===== config.mk =====
export PLATFORM = sky130hd
export DESIGN_NAME = vga_cmd_ctrl
export DESIGN_NICKNAME = d
export VERILOG_FILES = /design/src/rtl/vga_cmd_pkg.sv /design/src/rtl/vga_cmd_ctrl.sv
export SDC_FILE = /design/constraint.sdc
export NUM_CORES = 1
export LEC_CHECK = 0
export CAP_MARGIN = 5
export CORE_MARGIN = 2
export CORE_UTILIZATION = 50
export CTS_CLUSTER_DIAMETER = 200
export DETAILED_ROUTE_END_ITERATION = 6
export GPL_ROUTABILITY_DRIVEN = 0
export PLACE_DENSITY = 0.79
export RECOVER_POWER = 100
export SYNTH_ARGS = -nofsm -noshare
export SYNTH_HDL_FRONTEND = slang
export SYNTH_SLANG_ARGS = --single-unit
export TNS_END_PERCENT = 30

===== constraint.sdc =====
create_clock -name clk -period 2.55 [get_ports clk]
set_input_delay 0.51 -clock clk [delete_from_list [all_inputs] [get_ports clk]]
set_output_delay 0.51 -clock clk [all_outputs]
set_load 0.01 [all_outputs]

===== src/rtl/vga_cmd_pkg.sv =====
// rtl/vga_cmd_pkg.sv - opcodes, parser states and reset configuration for vga_cmd_ctrl
package vga_cmd_pkg;

    localparam logic [7:0]  OPC_WR_CFG        = 8'h01;
    localparam logic [7:0]  OPC_WR_CHAR       = 8'h02;
    localparam logic [7:0]  OPC_RD_STATUS     = 8'h03;

    localparam logic [31:0] CFG_RESET_DEFAULT = 32'h80FC_0000;

    typedef enum logic [2:0] {
        ST_IDLE,
        ST_OPC,
        ST_CFG,
        ST_CHAR,
        ST_DONE,
        ST_DISCARD
    } state_t;

endpackage


===== src/rtl/vga_cmd_ctrl.sv =====
// rtl/vga_cmd_ctrl.sv - SPI command sequencer with frame-synchronous configuration apply
//
// Parses framed SPI commands (opcode + payload) and drives the VGA datapath.
//   clk, rst_n           clock, synchronous active-low reset
//   cs_n                 chip select (synchronised), low = transaction open
//   rx_valid, rx_data    one-cycle strobe with a complete received byte
//   frame_start          one-cycle pulse at pixel (0,0)
//   cfg_out              live pixel-mux configuration
//   cfg_pending          shadow holds a configuration not yet applied
//   char_we/addr/data    one-cycle character-memory write
//   tx_data              status byte for the next MISO shift-out
//   busy                 a command is mid-parse
module vga_cmd_ctrl
    import vga_cmd_pkg::*;
#(
    parameter logic [31:0] CFG_RESET = CFG_RESET_DEFAULT,
    parameter int          CHAR_AW   = 5,
    parameter int          CNT_W     = 6
) (
    input  logic               clk,
    input  logic               rst_n,
    input  logic               cs_n,
    input  logic               rx_valid,
    input  logic [7:0]         rx_data,
    input  logic               frame_start,
    output logic [31:0]        cfg_out,
    output logic               cfg_pending,
    output logic               char_we,
    output logic [CHAR_AW-1:0] char_addr,
    output logic               char_data,
    output logic [7:0]         tx_data,
    output logic               busy
);

    state_t             state_q, state_d;
    logic               cs_prev_q, cs_prev_d;
    logic [1:0]         idx_q, idx_d;
    logic [31:0]        shadow_q, shadow_d;
    logic [31:0]        cfg_q, cfg_d;
    logic               pending_q, pending_d;
    logic               char_we_q, char_we_d;
    logic [CHAR_AW-1:0] char_addr_q, char_addr_d;
    logic               char_data_q, char_data_d;
    logic [7:0]         tx_q, tx_d;
    logic               err_q, err_d;
    logic [CNT_W-1:0]   cnt_q, cnt_d;
    logic               cfg_done;
    logic               cs_fall;

    // cs_prev resets low so a chip select already held low across reset is
    // not mistaken for a new transaction; the host must re-open it.
    assign cs_fall = cs_prev_q & ~cs_n;

    always_comb begin
        state_d     = state_q;
        cs_prev_d   = cs_n;
        idx_d       = idx_q;
        shadow_d    = shadow_q;
        cfg_d       = cfg_q;
        pending_d   = pending_q;
        char_we_d   = 1'b0;
        char_addr_d = char_addr_q;
        char_data_d = char_data_q;
        tx_d        = tx_q;
        err_d       = err_q;
        cnt_d       = cnt_q;
        cfg_done    = 1'b0;

        if (state_q == ST_IDLE) begin
            if (cs_fall) begin
                state_d = ST_OPC;
            end
        end else if (cs_n) begin
            // Closing chip select wins over a byte arriving in the same cycle.
            state_d = ST_IDLE;
            if (state_q == ST_CFG) begin
                err_d = 1'b1;
            end
        end else if (rx_valid) begin
            case (state_q)
                ST_OPC: begin
                    case (rx_data)
                        OPC_WR_CFG: begin
                            state_d = ST_CFG;
                            idx_d   = 2'd3;
                        end
                        OPC_WR_CHAR: begin
                            state_d = ST_CHAR;
                        end
                        OPC_RD_STATUS: begin
                            state_d = ST_DONE;
                            tx_d    = {pending_q, err_q, 6'(cnt_q)};
                            err_d   = 1'b0;
                        end
                        default: begin
                            state_d = ST_DISCARD;
                            err_d   = 1'b1;
                        end
                    endcase
                end
                ST_CFG: begin
                    shadow_d[8*idx_q +: 8] = rx_data;
                    if (idx_q == 2'd0) begin
                        pending_d = 1'b1;
                        cnt_d     = cnt_q + CNT_W'(1);
                        state_d   = ST_DONE;
                        cfg_done  = 1'b1;
                    end else begin
                        idx_d = idx_q - 2'd1;
                    end
                end
                ST_CHAR: begin
                    char_we_d   = 1'b1;
                    char_addr_d = rx_data[CHAR_AW-1:0];
                    char_data_d = rx_data[7];
                    cnt_d       = cnt_q + CNT_W'(1);
                    state_d     = ST_DONE;
                end
                default: begin
                end
            endcase
        end

        // A configuration completing on the frame_start cycle is held for the
        // next frame rather than letting the older shadow slip through.
        if (!cfg_done && frame_start && pending_q) begin
            cfg_d     = shadow_q;
            pending_d = 1'b0;
        end
    end

    always_ff @(posedge clk) begin
        if (!rst_n) begin
            state_q     <= ST_IDLE;
            cs_prev_q   <= 1'b0;
            idx_q       <= 2'd0;
            shadow_q    <= CFG_RESET;
            cfg_q       <= CFG_RESET;
            pending_q   <= 1'b0;
            char_we_q   <= 1'b0;
            char_addr_q <= '0;
            char_data_q <= 1'b0;
            tx_q        <= 8'h00;
            err_q       <= 1'b0;
            cnt_q       <= '0;
        end else begin
            state_q     <= state_d;
            cs_prev_q   <= cs_prev_d;
            idx_q       <= idx_d;
            shadow_q    <= shadow_d;
            cfg_q       <= cfg_d;
            pending_q   <= pending_d;
            char_we_q   <= char_we_d;
            char_addr_q <= char_addr_d;
            char_data_q <= char_data_d;
            tx_q        <= tx_d;
            err_q       <= err_d;
            cnt_q       <= cnt_d;
        end
    end

    assign cfg_out     = cfg_q;
    assign cfg_pending = pending_q;
    assign char_we     = char_we_q;
    assign char_addr   = char_addr_q;
    assign char_data   = char_data_q;
    assign tx_data     = tx_q;
    assign busy        = (state_q == ST_OPC) || (state_q == ST_CFG) || (state_q == ST_CHAR);

endmodule


-- After elaboration in Yosys (flattened, before gate mapping)
Cells that the tools add are included.
- word-level logic and storage cells: 83
- input bits: 13
- output and inout bits: 49
- register bits: 93
- shift-type cells: 2
- muxes and demuxes: 24
- eq/ne operators: 13
- $add $sub $neg: 3
- bitwise logic cells: 5
- reductions and logical operators: 24
- operators with widths (cell ; number):
    5-bit negator with 34-bit output ; 1
    8-bit by 34-bit variable shift with 32-bit output (first input constant) ; 1
    8-bit by 34-bit variable part select with 32-bit output ; 1
    32-bit bitwise mux ; 1
    5-bit AND reduction ; 4
    3-bit case mux with 3 select lines ; 2
    8-bit by 2-bit equality test with 1-bit output (second input constant) ; 2
    3-bit 2-to-1 mux ; 5
    6-bit case mux with 2 select lines ; 1
    4-bit AND reduction ; 3
    1-bit 2-to-1 mux ; 10
    8-bit by 1-bit equality test with 1-bit output (second input constant) ; 1
    2-bit by 1-bit inequality test with 1-bit output (second input constant) ; 4
    2-bit nonzero test ; 4
    6-bit by 1-bit adder with 6-bit output (second input constant) ; 1
    3-bit by 2-bit equality test with 1-bit output (second input constant) ; 2
    6-bit 2-to-1 mux ; 1
    6-bit AND reduction ; 1
    5-bit nonzero test ; 1
    2-bit 2-to-1 mux ; 2
    2-bit inequality test (second input constant) ; 2
    4-bit by 3-bit inequality test with 1-bit output (second input constant) ; 1
    1-bit NOT ; 4
    2-bit case mux with 2 select lines ; 1
    12 further kinds ; 15

-- Depth between registers and ports, before layout
Gate-level depths: netlist (run 1).
- depth after elaboration: 10
- depth in mapped cells: 8
- gate-level depth less buffers: 6

-- Worst setup path after synthesis (run 1)
No wires, ideal clock.
- kind: register to register
- start point: register idx_q[0]
- end point: register shadow_q[8]
- period minus slack after synthesis: 1685 ps
- arrival: 1615 ps
- data required time: 2480 ps
- buffers on the path: 1
- setup slack: 865 ps
- cell stages (with the launch flop): 8
- setup time: 70 ps
- cell sequence: dfxtp_1 > inv_1 > ha_1 > buf_2 > nand2b_1 > nor2_1 > nand3_1 > a21oi_1
- cells in the longest elaborated chain, start to end: 3
- elaborated cells on any way between the ends: 4
- classes of those cells: add/sub: 1; shift: 2; mux: 1
- ends and longest elaborated chain (item ; line ; RTL):
    from (decl) ; vga_cmd_ctrl.sv:37 ; logic [1:0] idx_q, idx_d;
    from (signal assigned) ; vga_cmd_ctrl.sv:149 ; idx_q <= idx_d;
    5-bit negator with 34-bit output * ; vga_cmd_ctrl.sv:102 ; shadow_d[8*idx_q +: 8] = rx_data;
    8-bit by 34-bit variable part select with 32-bit output or 8-bit by 34-bit variable shift with 32-bit output (tied branches) ; vga_cmd_ctrl.sv:102 ;
    32-bit bitwise mux * ; vga_cmd_ctrl.sv:102 ;
    to (signal assigned) ; vga_cmd_ctrl.sv:150 ; shadow_q <= shadow_d;
    to (decl) ; vga_cmd_ctrl.sv:38 ; logic [31:0] shadow_q, shadow_d;
Mark *: on every way between the ends. The rest lies on a longest branch, timed or not.
A chain may end at the register's enable or synchronous reset.

-- Worst setup path in the final report (run 1)
- start point: register state_q[0]
- end point: output busy
- cells in the longest elaborated chain, start to end: 3
- elaborated cells on any way between the ends: 5
- classes of those cells: eq/ne: 3; reduce/logical: 2
- ends and longest elaborated chain (item ; line ; RTL):
    from (decl) ; vga_cmd_ctrl.sv:35 ; state_t state_q, state_d;
    from (signal assigned) ; vga_cmd_ctrl.sv:147 ; state_q <= state_d;
    3-bit by 1-bit equality test with 1-bit output or 3-bit by 2-bit equality test with 1-bit output (tied branches) ; vga_cmd_ctrl.sv:168 ; assign busy = (state_q == ST_OPC) || (state_q == ST_CFG) || (state_q == ST_CHAR);
    1-bit logical OR ; vga_cmd_ctrl.sv:168 ;
    1-bit logical OR * ; vga_cmd_ctrl.sv:168 ;
    to (decl) ; vga_cmd_ctrl.sv:32 ; output logic busy
Marks and branches as above.

==> results of run 1 <==
==> Yosys cell counts (all sizes together) (2+ instances only) <==
master  count  area [sq um]
a211oi      3          22.5
a21oi      34           170
a32oi       2          17.5
and2        4          25.0
and3        7          43.8
and4        3          28.8
buf        19           150
clkbuf     15          57.6
dfxtp      93          1860
ha          6          75.1
inv         8          30.0
mux2i      18           180
nand2      90           338
nand2b      3          18.8
nand3      78           440
nor2       13          48.8
nor2b       3          18.8
nor3        2          15.0
nor3b       3          27.5
o21ai      29           164
xnor2       3          26.3
==> worst max-delay path, delay by kind of cell (launching register included) <==
family / cells / cell delay, ps
buf+inv: 1 / 610
flops: 1 / 640
simple gates: 2 / 200
==> area by class of cell <==
type                       count  area (sq um)  share of cell area [%]
sequential                    93          1860                    40.0
multi-input combinational    313          1750                    37.6
inverter                       8          30.0                   0.645
timing repair buffer          73           704                    15.1
clock buffer                   9           124                    2.66
tap                          102           128                    2.74
clock inverter                 7          57.6                    1.24
==> power by group through the flow <==
stage	Combinational (uW)	Sequential (uW)	Clock [uW]
2_1_floorplan	72.3	1490	0
3_3_place_gp	120	1490	0
3_5_place_dp	124	1490	0
4_1_cts	124	1460	925
5_1_grt	133	1460	994
6_report	123	1460	912
==> state kept, by name, indices dropped and copies added (netlist names) <==
signal / count
char_addr: 5
idx_q: 2
err_q: 1
cnt_q: 6
tx_data: 8
char_we: 1
cfg_out: 32
shadow_q: 32
cfg_pending: 1
state_q: 3
char_data: 1
cs_prev_q: 1
==> logic make-up after synthesis <==
| group | Yosys count | share of synthesized area (%) |
|---|---|---|
| XOR/XNOR | 4 | 0.902 |
| flip-flops | 93 | 47.9 |
| AO/OA/AOI/OAI | 77 | 12.0 |
| AND/OR/NAND/NOR | 208 | 26.4 |
| buffers and inverters | 42 | 6.12 |
| adder cells (fa/ha/maj) | 6 | 1.93 |
| multiplexers | 18 | 4.64 |
==> routing by layer <==
| layer | track usage (%) | part of all wire, % |
|---|---|---|
| met5 | 0 | 0 |
| met4 | 7.34 | 2.1 |
| met3 | 4.35 | 5.0 |
| met2 | 32.2 | 46 |
| met1 | 27.7 | 46 |
==> metrics by stage <==
| step | hold WS (ps) | worst slack (ps) | instance area [sq um] |
|---|---|---|---|
| final | 457 | 220 | 4660 |
| after global routing | 481 | 97.6 | 4660 |
| after CTS | 457 | 282 | 4700 |
| after detailed placement | 444 | 172 | 4520 |
| after global placement | 442 | 216 | 4520 |
| after floorplan | 430 | 865 | 3880 |
==> path summary, 6_finish.rpt <==
| check | slack (ps) | end | start | depth (start not counted) |
|---|---|---|---|---|
| worst max-delay path | 220 | busy | state_q[0]$_SDFFE_PN0P_ | 3 |
| worst min-delay path | 460 | tx_data[7]$_SDFFE_PN0P_ | tx_data[7]$_SDFFE_PN0P_ | 2 |
| worst max register to register | 470 | cfg_out[19]$_SDFFE_PN1P_ | idx_q[0]$_SDFFE_PN0P_ | 6 |
| worst min register to register | 460 | tx_data[7]$_SDFFE_PN0P_ | tx_data[7]$_SDFFE_PN0P_ | 2 |
==> placed cells by master, fill, tap and decap left out, types with 7 or more instances in the layout <==
cell,n
and3_1,7
mux2i_1,18
a21oi_1,34
clkdlybuf4s50_1,9
buf_4,10
nand3_2,10
dfxtp_1,93
o21ai_0,28
nor2_1,13
nand2_1,90
inv_1,8
dlygate4sd3_1,51
nand3_1,68
clkbuf_8,9
==> summary.md, run 1 <==
| Metric | Value |
|---|---|
| Post-synth net total | `467` |
| Clk sinks | `93` |
| Starting density of the core | `a little over 50%` |
| Initial DRC count | `275` |
| Ys flop type | `dfxtp_1` |
| IR Drop Worst-Case VDD | `approximately 0.34 mV` |
| Number of global-route vias before repair | `2976` |
| DR WL/cell | `13.7 um` |
| Final setup violation count | `0` |
| EDFF count, synth | `0` |
| Register area share after synthesis | `between 40% and 50%` |
| Slew headroom | `-8.16%` |
| Synth cell types | `45` |
| First-pass iteration count of the detailed router | `5` |
| Worst Setup Start Kind | `flip-flop` |
| Tcrit/Tclk final | `91.4%` |
| Crit Path Category | `reg2out` |
| PortBufs | `~60` |
| Worst-Margin Slew | `1620 ps` |
| WP data required | `around 2000 ps` |
| Crit path DAT | `1820 ps` |
| Clk buf depth | `2` |
| Fillcell total | `a little under 700` |
| H-Tree Depth | `3` |
| Io pins | `a little over 60` |
| Combinational share of power | `4.9%` |
| Final wirelength | `8270 um` |
| Leak | `0.00172 uW` |
| Vias per inst | `5.45` |
| Final Hold Vio Count | `0` |
| FF+latch count, synth | `93` |
| Post-Layout Cell Count | `about 610` |
| Mapped Cells | `about 450` |
| CTS tree | `yes` |
| First-pass GRT wire length | `14000 um` |
| Overall Power | `2500 uW` |
| GR Util All Layers | `between 20% and 30%` |
| Diodes inserted | `0` |
| Hold Crit Class | `reg2reg` |
| Core Util, Final | `between 60% and 70%` |
| Crit-path cells | `nor2_1, nor2_1, dlygate4sd3_1` |
| Switching Share | `25.3%` |
| Post-CTS Setup Inserts | `0` |
| Share of cells above drive strength 1 | `8.35%` |
| Total Neg Setup Slack | `0 ps` |
| Resize count post-CTS | `0` |
| Violated checks | `capacitance limit, slew limit` |
| Power density cells | `around 540 mW/mm^2` |
| Switching pwr | `632 uW` |
| Fmax achieved | `0.429 GHz` |
| P_int | `1860 uW` |
| Core Rows | `32` |
| Max-Cap Viols | `1` |
| Syn Area/Cell | `8.67 sq um` |
| Crit-path max FO | `16` |
| Core area | `0.00761 sq mm` |
| Die W | `approximately 92 um` |
| Async S/R FF share, synth | `0%` |
| Netlist Area Pre-Place | `0.00388 sq mm` |
| Slew Limit Fails | `87` |
| Detail Route Antenna Nets | `0` |
| Clock power frac | `36.5%` |
| CTS Hold Buffers Added | `0` |
| Ys Warns | `0` |
| Status | `finished, violations left` |
| Via count | `3296` |
| Max stage delay on crit path | `640 ps` |
| Initial antenna violation count | `0` |
| Remaining DRCs | `0` |
| Min Tclk post-route | `2330 ps` |
| Seq pwr share | `58.5%` |
| Clock latency on the worst-skew pair | `360 ps` |
| Area Overhead vs Synth | `19.9%` |
| Placed cells | `589` |
| Unrepaired setup endpoints after global routing | `false` |
| CTS Root Cell | `clkbuf_8` |
| Grt ovf | `0` |
| Slowest cell on crit path | `dfxtp_1` |
| Largest net degree at the start of global routing | `87` |
| Post-Route Skew | `~12 ps` |
| DIE AREA | `0.00849 sq mm` |
| Die Height | `slightly above 90 um` |
| Num CTS Buffers | `9` |
| CP most frequent cell | `nor2_1` |
| Crit. End Element | `output port` |
| Final HPWL DP | `5670 um` |
| Layout net count | `517` |
| Worst-path clk slew | `about 100 ps` |
Note: power is estimated with default switching activity, not from simulation.
==> run 2: changes to the inputs <==
==> constraint.sdc (replaced) <==
create_clock -name clk -period 2.55 [get_ports clk]
set_input_delay 0.51 -clock clk [delete_from_list [all_inputs] [get_ports clk]]
set_output_delay 0.51 -clock clk [all_outputs]
set_load 0.02 [all_outputs]
==> run 2 against run 1 <==
Net effect: the run still ends with capacitance limit, slew limit left; clock skew is 1.1 ps lower; cell area stayed put; via count is 0.85% lower; fmax is 0.18% lower; critical path depth stayed put; worst setup slack worse by 4.1 ps; routed wire length is 0.15% lower; global-route usage stayed put; clock power hardly changed.
==> summary.md, run 2 (synthesized netlist as in run 1, its figures left out) <==
| Metric | Value |
|---|---|
| Status | `finished, violations left (unchanged)` |
| Violated checks | `capacitance limit, slew limit (unchanged)` |
| Placed cells | `589 (unchanged)` |
| Resize count post-CTS | `0 (unchanged)` |
| Worst-path clk slew | `100 ps (about the same)` |
| Top delay family on crit path | `flip-flops (unchanged)` |
| Tcrit/Tclk final | `91.5% (was 91.4%)` |
| Io pins | `62 (unchanged)` |
| Layout net count | `517 (unchanged)` |
| Post-CTS Setup Inserts | `0 (unchanged)` |
| Leak | `0.00172 uW (about the same)` |
| Final Hold Vio Count | `0 (unchanged)` |
| Clk buf depth | `2 (unchanged)` |
| Switching pwr | `633 uW (was 632 uW)` |
| Clock latency on the worst-skew pair | `360 ps (about the same)` |
| Starting density of the core | `51.1% (unchanged)` |
| WP data required | `2040 ps (about the same)` |
| CTS Root Cell | `clkbuf_8 (unchanged)` |
| P_int | `1860 uW (about the same)` |
| Final wirelength | `8250 um (was 8270 um)` |
| Clock power frac | `36.5% (about the same)` |
| Initial antenna violation count | `0 (unchanged)` |
| Most common library cell in the layout ignoring fill and taps | `dfxtp_1 (unchanged)` |
| First-pass iteration count of the detailed router | `5 (unchanged)` |
| Crit-path max FO | `16 (unchanged)` |
| Core area | `0.00761 sq mm (unchanged)` |
| Crit path DAT | `1820 ps (about the same)` |
| Detail Route Antenna Nets | `0 (unchanged)` |
| GR Util All Layers | `20.4% (unchanged)` |
| Grt ovf | `0 (unchanged)` |
| Via count | `3268 (was 3296)` |
| Min Tclk post-route | `2330 ps (about the same)` |
| First-pass GRT wire length | `14000 um (unchanged)` |
| Remaining DRCs | `0 (unchanged)` |
| Unrepaired setup endpoints after global routing | `false (unchanged)` |
| Vias per inst | `5.40 (was 5.45)` |
| Post-Layout Cell Count | `605 (unchanged)` |
| Share of cells above drive strength 1 | `8.35% (unchanged)` |
| Slew headroom | `-8.47% (was -8.16%)` |
| Commonest cells after routing, fill and taps aside | `dfxtp_1 (93), nand2_1 (90), nand3_1 (68), dlygate4sd3_1 (50), a21oi_1 (34) (was dfxtp_1 (93), nand2_1 (90), nand3_1 (68), dlygate4sd3_1 (51), a21oi_1 (34))` |
| Combinational share of power | `5.0% (was 4.9%)` |
| Crit. End Element | `output port (unchanged)` |
| Final HPWL DP | `5670 um (unchanged)` |
| Final Hold Slack | `458 ps (was 457 ps)` |
| Core Rows | `32 (unchanged)` |
| Crit-path cells | `nor2_1, nor2_1, clkdlybuf4s50_1 (was nor2_1, nor2_1, dlygate4sd3_1)` |
| CTS tree | `yes (unchanged)` |
| CTS Hold Buffers Added | `0 (unchanged)` |
| Switching Share | `25.3% (about the same)` |
| Slew Limit Fails | `87 (unchanged)` |
| Fillcell total | `688 (unchanged)` |
| DR WL/cell | `13.6 um (was 13.7 um)` |
| R2R Setup Slk | `470 ps (about the same)` |
| Area Overhead vs Synth | `19.9% (unchanged)` |
| Die Height | `92.1 um (unchanged)` |
| Num CTS Buffers | `9 (unchanged)` |
| Power density cells | `536 mW/mm^2 (about the same)` |
| Worst Setup Start Kind | `flip-flop (unchanged)` |
| Largest net degree at the start of global routing | `87 (unchanged)` |
| Max stage delay on crit path | `640 ps (about the same)` |
| Post-Route Skew | `10.4 ps (was 11.5 ps)` |
| Crit path buf inv count | `1 (unchanged)` |
| Die W | `92.1 um (unchanged)` |
| CP most frequent cell | `nor2_1 (unchanged)` |
| Worst-Margin Slew | `1630 ps (was 1620 ps)` |
| H-Tree Depth | `3 (unchanged)` |
| Hold Crit Class | `reg2reg (unchanged)` |
| Final setup violation count | `0 (unchanged)` |
| Max-Cap Viols | `1 (unchanged)` |
| Number of global-route vias before repair | `2976 (unchanged)` |
| IR Drop Worst-Case VDD | `0.337 mV (about the same)` |
| Diodes inserted | `0 (unchanged)` |
| Clk sinks | `93 (unchanged)` |
| Total Neg Setup Slack | `0 ps (unchanged)` |
| Seq pwr share | `58.5% (about the same)` |
| Slowest cell on crit path | `dfxtp_1 (unchanged)` |
| Initial DRC count | `274 (was 275)` |
| Crit Path Category | `reg2out (unchanged)` |
| DIE AREA | `0.00849 sq mm (unchanged)` |
| Fmax achieved | `0.428 GHz (was 0.429 GHz)` |
| PortBufs | `61 (unchanged)` |
-- run 2: stage by stage --
step / cell area [sq um] / utilization, % / worst slack, ps / total power (uW)
6_report: 4660 / 61.2 / 216 / 2500
5_1_grt: 4660 / 61.2 / 88.7 / 2590
4_1_cts: 4700 / 61.8 / 214 / 2510
3_5_place_dp: 4520 / 59.4 / 172 / 1620
3_3_place_gp: 4520 / 59.4 / 216 / 1620
2_1_floorplan: 3880 / - / 865 / 1560
-- run 2: power by group through the flow --
stage          logic [uW]  registers, uW  clock network, uW
6_report              124           1460                913
5_1_grt               135           1460                994
4_1_cts               125           1460                925
3_5_place_dp          125           1490                  0
3_3_place_gp          121           1490                  0
2_1_floorplan        73.2           1490                  0
-- run 2: layout make-up --
type | instances | area, sq um | share of cell area (%)
well taps | 102 | 128 | 2.74
clock buffers | 9 | 124 | 2.66
multi-input cells | 313 | 1750 | 37.6
inverters | 8 | 30.0 | 0.645
flip-flops and latches | 93 | 1860 | 40.0
clock inverters | 7 | 57.6 | 1.24
repair buffers | 73 | 704 | 15.1
-- run 2: worst register-to-register path: stages (launching register included) --
cell and delay (ps):
dfxtp_1 460, inv_1 160, ha_1 360, a31oi_1 340, buf_12 290, mux2i_1 240
nand2_1 70
-- run 2: path summary, 6_finish.rpt --
path,start,to,cells past startpoint
setup / recovery,state_q[0]$_SDFFE_PN0P_,busy,3
hold / removal,tx_data[7]$_SDFFE_PN0P_,tx_data[7]$_SDFFE_PN0P_,2
setup reg to reg,idx_q[0]$_SDFFE_PN0P_,cfg_out[19]$_SDFFE_PN1P_,6
hold reg to reg,tx_data[7]$_SDFFE_PN0P_,tx_data[7]$_SDFFE_PN0P_,2
-- run 2: layer usage --
layer	part of all wire [%]	GRT usage, %	vias to the layer above
li1	-	-	1643
met1	47	27.7	1524
met2	47	32.2	89
met3	4.8	4.35	12
met4	1.6	7.34	0
met5	0	0	-
